## src/rtl/uart_host_tx.sv

```systemverilog
// ---------------------------------------------------------------------------
// uart_host_tx
//   Host-side UART transmitter for simulation and bring-up. Bytes written by a
//   bench or host model are queued in a small FIFO and serialised LSB first
//   onto a single line intended for the Rx pin of riscv_top.
//
//   Frame: start bit, 8 data bits, optional even parity bit, STOP_BITS stops.
//
// Parameters
//   CLKS_PER_BIT  clk cycles per UART bit (>= 2)
//   FIFO_DEPTH    byte FIFO entries (power of 2, >= 2)
//   STOP_BITS     stop bits per frame (1 or 2)
//
// Ports
//   clk         system clock, rising edge
//   rst_n       asynchronous active-low reset
//   wr_en       push wr_data into the FIFO this cycle (ignored when full)
//   wr_data     byte to transmit
//   full        FIFO holds FIFO_DEPTH bytes
//   fifo_count  bytes queued, excluding the byte currently on the line
//   overflow    sticky flag: a write arrived while full (cleared by reset)
//   busy        a frame is on the line
//   tx          registered serial line output, idles high
//
// Build option
//   UART_PARITY_EN  when defined, a PARITY state sends even parity after D7.
// ---------------------------------------------------------------------------
module uart_host_tx #(
  parameter int CLKS_PER_BIT = 868,
  parameter int FIFO_DEPTH   = 16,
  parameter int STOP_BITS    = 1
) (
  input  logic                          clk,
  input  logic                          rst_n,
  input  logic                          wr_en,
  input  logic [7:0]                    wr_data,
  output logic                          full,
  output logic [$clog2(FIFO_DEPTH):0]   fifo_count,
  output logic                          overflow,
  output logic                          busy,
  output logic                          tx
);

  localparam int PW = $clog2(FIFO_DEPTH);
  localparam int CW = (CLKS_PER_BIT > 2) ? $clog2(CLKS_PER_BIT) : 1;

  localparam logic [CW-1:0] BAUD_LAST = CW'(CLKS_PER_BIT - 1);
  localparam logic [CW-1:0] BAUD_ZERO = {CW{1'b0}};
  localparam logic [CW-1:0] BAUD_ONE  = CW'(1);
  localparam logic [2:0]    STOP_LAST = 3'(STOP_BITS - 1);
  localparam logic [PW:0]   CNT_FULL  = (PW+1)'(FIFO_DEPTH);
  localparam logic [PW:0]   CNT_ZERO  = {(PW+1){1'b0}};
  localparam logic [PW:0]   CNT_ONE   = (PW+1)'(1);
  localparam logic [PW-1:0] PTR_ONE   = PW'(1);

  typedef enum logic [2:0] {
    ST_IDLE   = 3'd0,
    ST_START  = 3'd1,
    ST_DATA   = 3'd2,
`ifdef UART_PARITY_EN
    ST_PARITY = 3'd3,
`endif
    ST_STOP   = 3'd4
  } state_t;

`ifdef UART_PARITY_EN
  // Even parity: the parity bit makes the total number of ones even.
  function automatic logic even_parity(input logic [7:0] d);
    return ^d;
  endfunction
`endif

  // FIFO storage and bookkeeping
  logic [7:0]    mem [FIFO_DEPTH];
  logic [PW-1:0] wr_ptr;
  logic [PW-1:0] rd_ptr;
  logic [PW:0]   count;
  logic [PW:0]   count_nxt;
  logic          push;
  logic          pop;

  // Transmitter state
  state_t        state;
  state_t        state_nxt;
  logic [CW-1:0] baud_cnt;
  logic [CW-1:0] baud_cnt_nxt;
  logic [2:0]    bit_idx;
  logic [2:0]    bit_idx_nxt;
  logic [7:0]    shift_reg;
  logic [7:0]    shift_reg_nxt;
  logic          tx_nxt;
  logic          baud_last;

  // The write side uses the registered full flag, so a write in the same
  // cycle as a pop from a full FIFO is still rejected.
  assign push       = wr_en & ~full;
  assign baud_last  = (baud_cnt == BAUD_LAST);
  assign fifo_count = count;

  // Next occupancy from the push/pop pair of this cycle
  always_comb begin
    count_nxt = count;
    case ({push, pop})
      2'b10:   count_nxt = count + CNT_ONE;
      2'b01:   count_nxt = count - CNT_ONE;
      default: count_nxt = count;
    endcase
  end

  // FIFO pointers, occupancy and status flags
  always_ff @(posedge clk or negedge rst_n) begin
    if (!rst_n) begin
      wr_ptr   <= {PW{1'b0}};
      rd_ptr   <= {PW{1'b0}};
      count    <= CNT_ZERO;
      full     <= 1'b0;
      overflow <= 1'b0;
    end else begin
      if (push) begin
        wr_ptr <= wr_ptr + PTR_ONE;
      end
      if (pop) begin
        rd_ptr <= rd_ptr + PTR_ONE;
      end
      count    <= count_nxt;
      full     <= (count_nxt == CNT_FULL);
      overflow <= overflow | (wr_en & full);
    end
  end

  // FIFO data array; contents are don't-care until written
  always_ff @(posedge clk) begin
    if (push) begin
      mem[wr_ptr] <= wr_data;
    end
  end

  // Next-state, counters and pop request for the frame sequencer
  always_comb begin
    state_nxt     = state;
    baud_cnt_nxt  = baud_cnt;
    bit_idx_nxt   = bit_idx;
    shift_reg_nxt = shift_reg;
    pop           = 1'b0;
    case (state)
      ST_IDLE: begin
        baud_cnt_nxt = BAUD_ZERO;
        bit_idx_nxt  = 3'd0;
        if (count != CNT_ZERO) begin
          pop           = 1'b1;
          shift_reg_nxt = mem[rd_ptr];
          state_nxt     = ST_START;
        end else begin
          state_nxt = ST_IDLE;
        end
      end
      ST_START: begin
        if (baud_last) begin
          baud_cnt_nxt = BAUD_ZERO;
          bit_idx_nxt  = 3'd0;
          state_nxt    = ST_DATA;
        end else begin
          baud_cnt_nxt = baud_cnt + BAUD_ONE;
        end
      end
      ST_DATA: begin
        if (baud_last) begin
          baud_cnt_nxt = BAUD_ZERO;
          if (bit_idx == 3'd7) begin
            bit_idx_nxt = 3'd0;
`ifdef UART_PARITY_EN
            state_nxt   = ST_PARITY;
`else
            state_nxt   = ST_STOP;
`endif
          end else begin
            bit_idx_nxt = bit_idx + 3'd1;
          end
        end else begin
          baud_cnt_nxt = baud_cnt + BAUD_ONE;
        end
      end
`ifdef UART_PARITY_EN
      ST_PARITY: begin
        if (baud_last) begin
          baud_cnt_nxt = BAUD_ZERO;
          bit_idx_nxt  = 3'd0;
          state_nxt    = ST_STOP;
        end else begin
          baud_cnt_nxt = baud_cnt + BAUD_ONE;
        end
      end
`endif
      ST_STOP: begin
        // bit_idx counts stop bits so the baud counter never exceeds one bit
        if (baud_last) begin
          baud_cnt_nxt = BAUD_ZERO;
          if (bit_idx == STOP_LAST) begin
            bit_idx_nxt = 3'd0;
            state_nxt   = ST_IDLE;
          end else begin
            bit_idx_nxt = bit_idx + 3'd1;
          end
        end else begin
          baud_cnt_nxt = baud_cnt + BAUD_ONE;
        end
      end
      default: begin
        state_nxt    = ST_IDLE;
        baud_cnt_nxt = BAUD_ZERO;
        bit_idx_nxt  = 3'd0;
      end
    endcase
  end

  // Line level for the current state; registered below, so tx lags state by
  // one cycle (the pop cycle is still idle-high on the line).
  always_comb begin
    tx_nxt = 1'b1;
    case (state)
      ST_IDLE:   tx_nxt = 1'b1;
      ST_START:  tx_nxt = 1'b0;
      ST_DATA:   tx_nxt = shift_reg[bit_idx];
`ifdef UART_PARITY_EN
      ST_PARITY: tx_nxt = even_parity(shift_reg);
`endif
      ST_STOP:   tx_nxt = 1'b1;
      default:   tx_nxt = 1'b1;
    endcase
  end

  // Sequencer state and registered line outputs
  always_ff @(posedge clk or negedge rst_n) begin
    if (!rst_n) begin
      state     <= ST_IDLE;
      baud_cnt  <= BAUD_ZERO;
      bit_idx   <= 3'd0;
      shift_reg <= 8'h00;
      tx        <= 1'b1;
      busy      <= 1'b0;
    end else begin
      state     <= state_nxt;
      baud_cnt  <= baud_cnt_nxt;
      bit_idx   <= bit_idx_nxt;
      shift_reg <= shift_reg_nxt;
      tx        <= tx_nxt;
      busy      <= (state_nxt != ST_IDLE);
    end
  end

endmodule

```

## config.mk

```make
export PLATFORM = sky130hd
export DESIGN_NAME = uart_host_tx
export DESIGN_NICKNAME = d
export VERILOG_FILES = /design/src/rtl/uart_host_tx.sv
export SDC_FILE = /design/constraint.sdc
export NUM_CORES = 1
export LEC_CHECK = 0
export ABC_AREA = 1
export CORE_ASPECT_RATIO = 0.5
export CORE_UTILIZATION = 40
export DETAILED_ROUTE_END_ITERATION = 12
export GPL_TIMING_DRIVEN = 0
export HOLD_SLACK_MARGIN = 0.15
export PLACE_DENSITY = 0.67
export SYNTH_ARGS = -nofsm -noshare
export SYNTH_HDL_FRONTEND = slang
export SYNTH_SLANG_ARGS = --single-unit
```

## constraint.sdc

```tcl
create_clock -name clk -period 2.6 [get_ports clk]
set_clock_uncertainty 0.15 [all_clocks]
set_input_delay 0.39 -clock clk [delete_from_list [all_inputs] [get_ports clk]]
set_output_delay 0.39 -clock clk [all_outputs]
set_load 0.02 [all_outputs]
```

==> Flow_metrics.wiki, run 1 <==
{| class="wikitable"
! Metric !! Value
|-
| Cell area power density || 1110 nW/um^2
|-
| DRT Pass-1 Iters || 12
|-
| Pin count of the biggest net entering global routing || 24
|-
| Final-layout fill cell count || 1546
|-
| Count of nets left with antenna violations after detail routing || 0
|-
| Syn avg cell area || 10.7 um^2
|-
| Number of cells produced by synthesis || 682
|-
| Number of diodes added for antenna fixing || 0
|-
| Data arrival, critical path || 2.65 ns
|-
| Number of sinks on the clock net || 169
|-
| Worst-margin pin slew || 0.861 ns
|-
| Standard cell core area || 17600 um^2
|-
| Static leakage power || 3.33 nW
|-
| Worst path setup slack after routing || 0.158 ns
|-
| Crit path launch type || flop
|-
| Cell area after technology mapping || 7320 um^2
|-
| Synth warn || 0
|-
| Horiz. Die Dim || 193 um
|-
| Post-layout minimum cycle time || 2.44 ns
|-
| Die Outline Area || 18900 um^2
|-
| Average via count per standard cell || 5.24
|-
| Data required time at the worst endpoint || 2.81 ns
|-
| Seq cells post-synth || 169
|-
| Wire length after detailed routing || 17500 um
|-
| Clk Latency, worst-skew pair || 0.44 ns
|-
| Register area share after synthesis || 66.6%
|-
| Max-slew violations || 0
|-
| Dpl ws || -0.414 ns
|-
| Ratio of cells with drive above 1 in the final layout || 12.3%
|-
| Initial core utilization || 41.5%
|-
| Critical path fanouts, max || 7
|-
| Worst rel slew slack || 42.4%
|-
| Most common cell after layout, fill and taps aside || sky130_fd_sc_hd__nor2_1
|-
| List of cells traversed by the critical path || nor2_1 -> nand4_1 -> nand2_1 -> inv_2 -> buf_6 -> ha_2 -> buf_6 -> nand2_1 -> inv_2 -> nor2_2 -> ha_1 -> nand2_1 -> nand2_1 -> or2_1 -> nor2_2 -> nand3_1 -> nor2_1
|-
| Sum of net half-perimeters after detailed placement || 11500 um
|-
| Num CTS Buffers || 17
|-
| Final count of negative-setup-slack endpoints || 0
|-
| Largest register FFs || 128
|-
| Chip height || 97.6 um
|-
| Count of endpoints failing hold in the final timing report || 0
|-
| Maximum buffer depth of the clock tree || 2
|-
| Top cell type by total area after synthesis || sky130_fd_sc_hd__edfxtp_1
|-
| Share of the clock period used by the worst path after layout || 93.9%
|-
| Outcome || complete, but fails checks
|-
| Worst voltage drop across the vdd grid || 0.599 mV
|-
| Setup crit end kind || flop
|-
| DR WL/cell || 17.8 um
|-
| Number of antenna violations at the first check in global routing || 0
|-
| Boundary Pins || 20
|-
| Htree depth || 4
|-
| CTS tree || done
|-
| Global-route wire length before repair || 27000 um
|-
| Area occupied by registers || 4870 um^2
|-
| Portion of synthesized cell area occupied by the leading cell type || 52.5%
|-
| Final standard cell area without fillers || 8580 um^2
|-
| Clock tree root buffer cell || sky130_fd_sc_hd__clkbuf_16
|-
| Max capacitance violation total || 0
|-
| Multi-input gate area in the final layout || 2070 um^2
|-
| Violated checks || DRC
|-
| WS Path Type || reg2reg
|-
| Vias || 5148
|-
| Total buffers and inverters traversed by the critical path || 4
|-
| Maximum cell stage delay along the critical path || 0.40 ns
|-
| Total power || 9.54 mW
|-
| Residual DRC || 1
|-
| Critical-path cell with the highest stage delay || sky130_fd_sc_hd__dfrtp_1
|-
| Top achievable clock speed || 0.410 GHz
|-
| Top cells by area, synth || sky130_fd_sc_hd__edfxtp_1 (53%), sky130_fd_sc_hd__dfrtp_1 (14%), sky130_fd_sc_hd__nor2_1 (8.1%), sky130_fd_sc_hd__nand2_1 (4.5%), sky130_fd_sc_hd__nand3_1 (3.6%)
|-
| Total global routing overflow || 0
|-
| Most used cells in the layout excluding fill and tap cells || sky130_fd_sc_hd__nor2_1 (155), sky130_fd_sc_hd__edfxtp_1 (128), sky130_fd_sc_hd__nand2_1 (86), sky130_fd_sc_hd__nand3_1 (53), sky130_fd_sc_hd__o21ai_0 (42)
|-
| Clock transition at the registers of the reported paths || 0.07 ns
|-
| Aggregate global-route resource usage || 19.1%
|-
| Critical path's top delay family || simple AND/OR/NAND/NOR gates
|-
| Worst hold margin || 0.302 ns
|-
| Layout area overhead || 17.2%
|-
| Most repeated library cell on the critical path || sky130_fd_sc_hd__nand2_1
|-
| Input/output buffers || 19
|-
| Final weighted congestion in routability-driven placement || 0.972
|-
| Final Net Count || 759
|-
| Worst min-delay path category || in2async
|-
| Row Count || 34
|-
| Vias in the first global route || 4955
|-
| Post-Syn Nets || 705
|-
| Detailed router's first-iteration violation count || 648
|-
| Distinct cells, synth || 28
|-
| Post-DP Area || 7820 um^2
|}
## layer usage
metal	wire length (um)	track usage (%)	up-vias
met2	7700	28.8	217
met4	457	7.20	0
met3	1540	4.79	39
li1	-	-	2430
met1	7840	26.8	2462
met5	0	0	-
## timing repair
| item | CTS | global route |
|---|---|---|
| hold buffers | 1 | 0 |
| setup buffers | 3 | 11 |
| hold endpoints to repair | 40 | 0 |
| pin swaps | 0 | 4 |
| setup endpoints to repair | 2 | 2 |
| resized for setup | 7 | 11 |
## power by group
group | internal (mW) | switching [mW]
Sequential | 3.34 | 0.211
Combinational | 1.18 | 2.20
Clock | 1.39 | 1.21
## final cells by class
type / count / area share (%)
timing repair buffer: 35 / 3.82
multi-input combinational: 436 / 24.2
buffer: 29 / 2.65
sequential: 169 / 56.8
clock inverter: 14 / 2.00
tap: 234 / 3.41
inverter: 48 / 2.10
clock buffer: 18 / 5.00
## kinds of logic (layout without fill, tap and decap cells)
family / Yosys count / count (layout) / synth area share (%)
compound gates: 103 / 103 / 7.51
xor+xnor: 9 / 9 / 1.08
fa+ha+maj: 12 / 12 / 2.05
buf+inv: 77 / 144 / 5.40
flops: 169 / 169 / 66.6
simple gates: 312 / 312 / 17.4
## worst paths after layout
| path | cells past startpoint | start | slack, ns | end |
|---|---|---|---|---|
| min in group clk | 1 | overflow$_DFF_PN0_ | 0.31 | overflow$_DFF_PN0_ |
| worst max-delay path | 17 | fifo_count[4]$_DFF_PN0_ | 0.16 | full$_DFF_PN0_ |
| max in group asynchronous | 3 | rst_n | 1.43 | tx$_DFF_PN1_ |
| worst min-delay path | 2 | rst_n | 0.30 | overflow$_DFF_PN0_ |
| worst min register to register | 1 | overflow$_DFF_PN0_ | 0.31 | overflow$_DFF_PN0_ |
| worst max register to register | 17 | fifo_count[4]$_DFF_PN0_ | 0.16 | full$_DFF_PN0_ |
## Yosys cell counts
cell,count
sky130_fd_sc_hd__nor2_1,157
sky130_fd_sc_hd__edfxtp_1,128
sky130_fd_sc_hd__nand2_1,87
sky130_fd_sc_hd__nand3_1,53
sky130_fd_sc_hd__inv_1,42
sky130_fd_sc_hd__o21ai_0,42
sky130_fd_sc_hd__dfrtp_1,40
sky130_fd_sc_hd__o21ai_1,38
sky130_fd_sc_hd__buf_2,13
sky130_fd_sc_hd__ha_1,12
sky130_fd_sc_hd__buf_6,11
sky130_fd_sc_hd__o211ai_1,11
sky130_fd_sc_hd__a21oi_1,8
sky130_fd_sc_hd__xor2_1,8
sky130_fd_sc_hd__nor3_1,6
sky130_fd_sc_hd__nand4_1,5
sky130_fd_sc_hd__inv_2,4
sky130_fd_sc_hd__clkbuf_1,3
sky130_fd_sc_hd__buf_4,2
sky130_fd_sc_hd__clkinv_1,2
sky130_fd_sc_hd__nor2_2,2
sky130_fd_sc_hd__o22ai_1,2
sky130_fd_sc_hd__a21o_1,1
sky130_fd_sc_hd__a31oi_1,1
sky130_fd_sc_hd__dfstp_2,1
sky130_fd_sc_hd__nor3_2,1
sky130_fd_sc_hd__or2_0,1
sky130_fd_sc_hd__xnor2_1,1
## worst register-to-register path, cell delays in order, from the launching register on
cell and delay (ns):
sky130_fd_sc_hd__dfrtp_1 0.40, sky130_fd_sc_hd__nor2_1 0.11, sky130_fd_sc_hd__nand4_1 0.08, sky130_fd_sc_hd__nand2_1 0.10, sky130_fd_sc_hd__inv_2 0.05, sky130_fd_sc_hd__buf_6 0.11, sky130_fd_sc_hd__ha_2 0.16, sky130_fd_sc_hd__buf_6 0.13
sky130_fd_sc_hd__nand2_1 0.07, sky130_fd_sc_hd__inv_2 0.04, sky130_fd_sc_hd__nor2_2 0.10, sky130_fd_sc_hd__ha_1 0.24, sky130_fd_sc_hd__nand2_1 0.06, sky130_fd_sc_hd__nand2_1 0.06, sky130_fd_sc_hd__or2_1 0.24, sky130_fd_sc_hd__nor2_2 0.08
sky130_fd_sc_hd__nand3_1 0.09, sky130_fd_sc_hd__nor2_1 0.10
## metrics by stage
stage | setup TNS (ns) | utilization (%) | std cells
final | 0 | 48.7 | 983
after CTS | 0 | 48.1 | 972
after global routing | -0.0102 | 48.7 | 983
after floorplan | 0 | - | 682
after global placement | -6.20 | 44.3 | 935
after detailed placement | -3.57 | 44.4 | 936
Note: power is estimated with default switching activity, not from simulation.
==> run 2, diff against run 1 <==
- SLEW_MARGIN: default -> 20
==> results of run 2 <==
Final layout, timing and power as in run 1 (identical DEF).
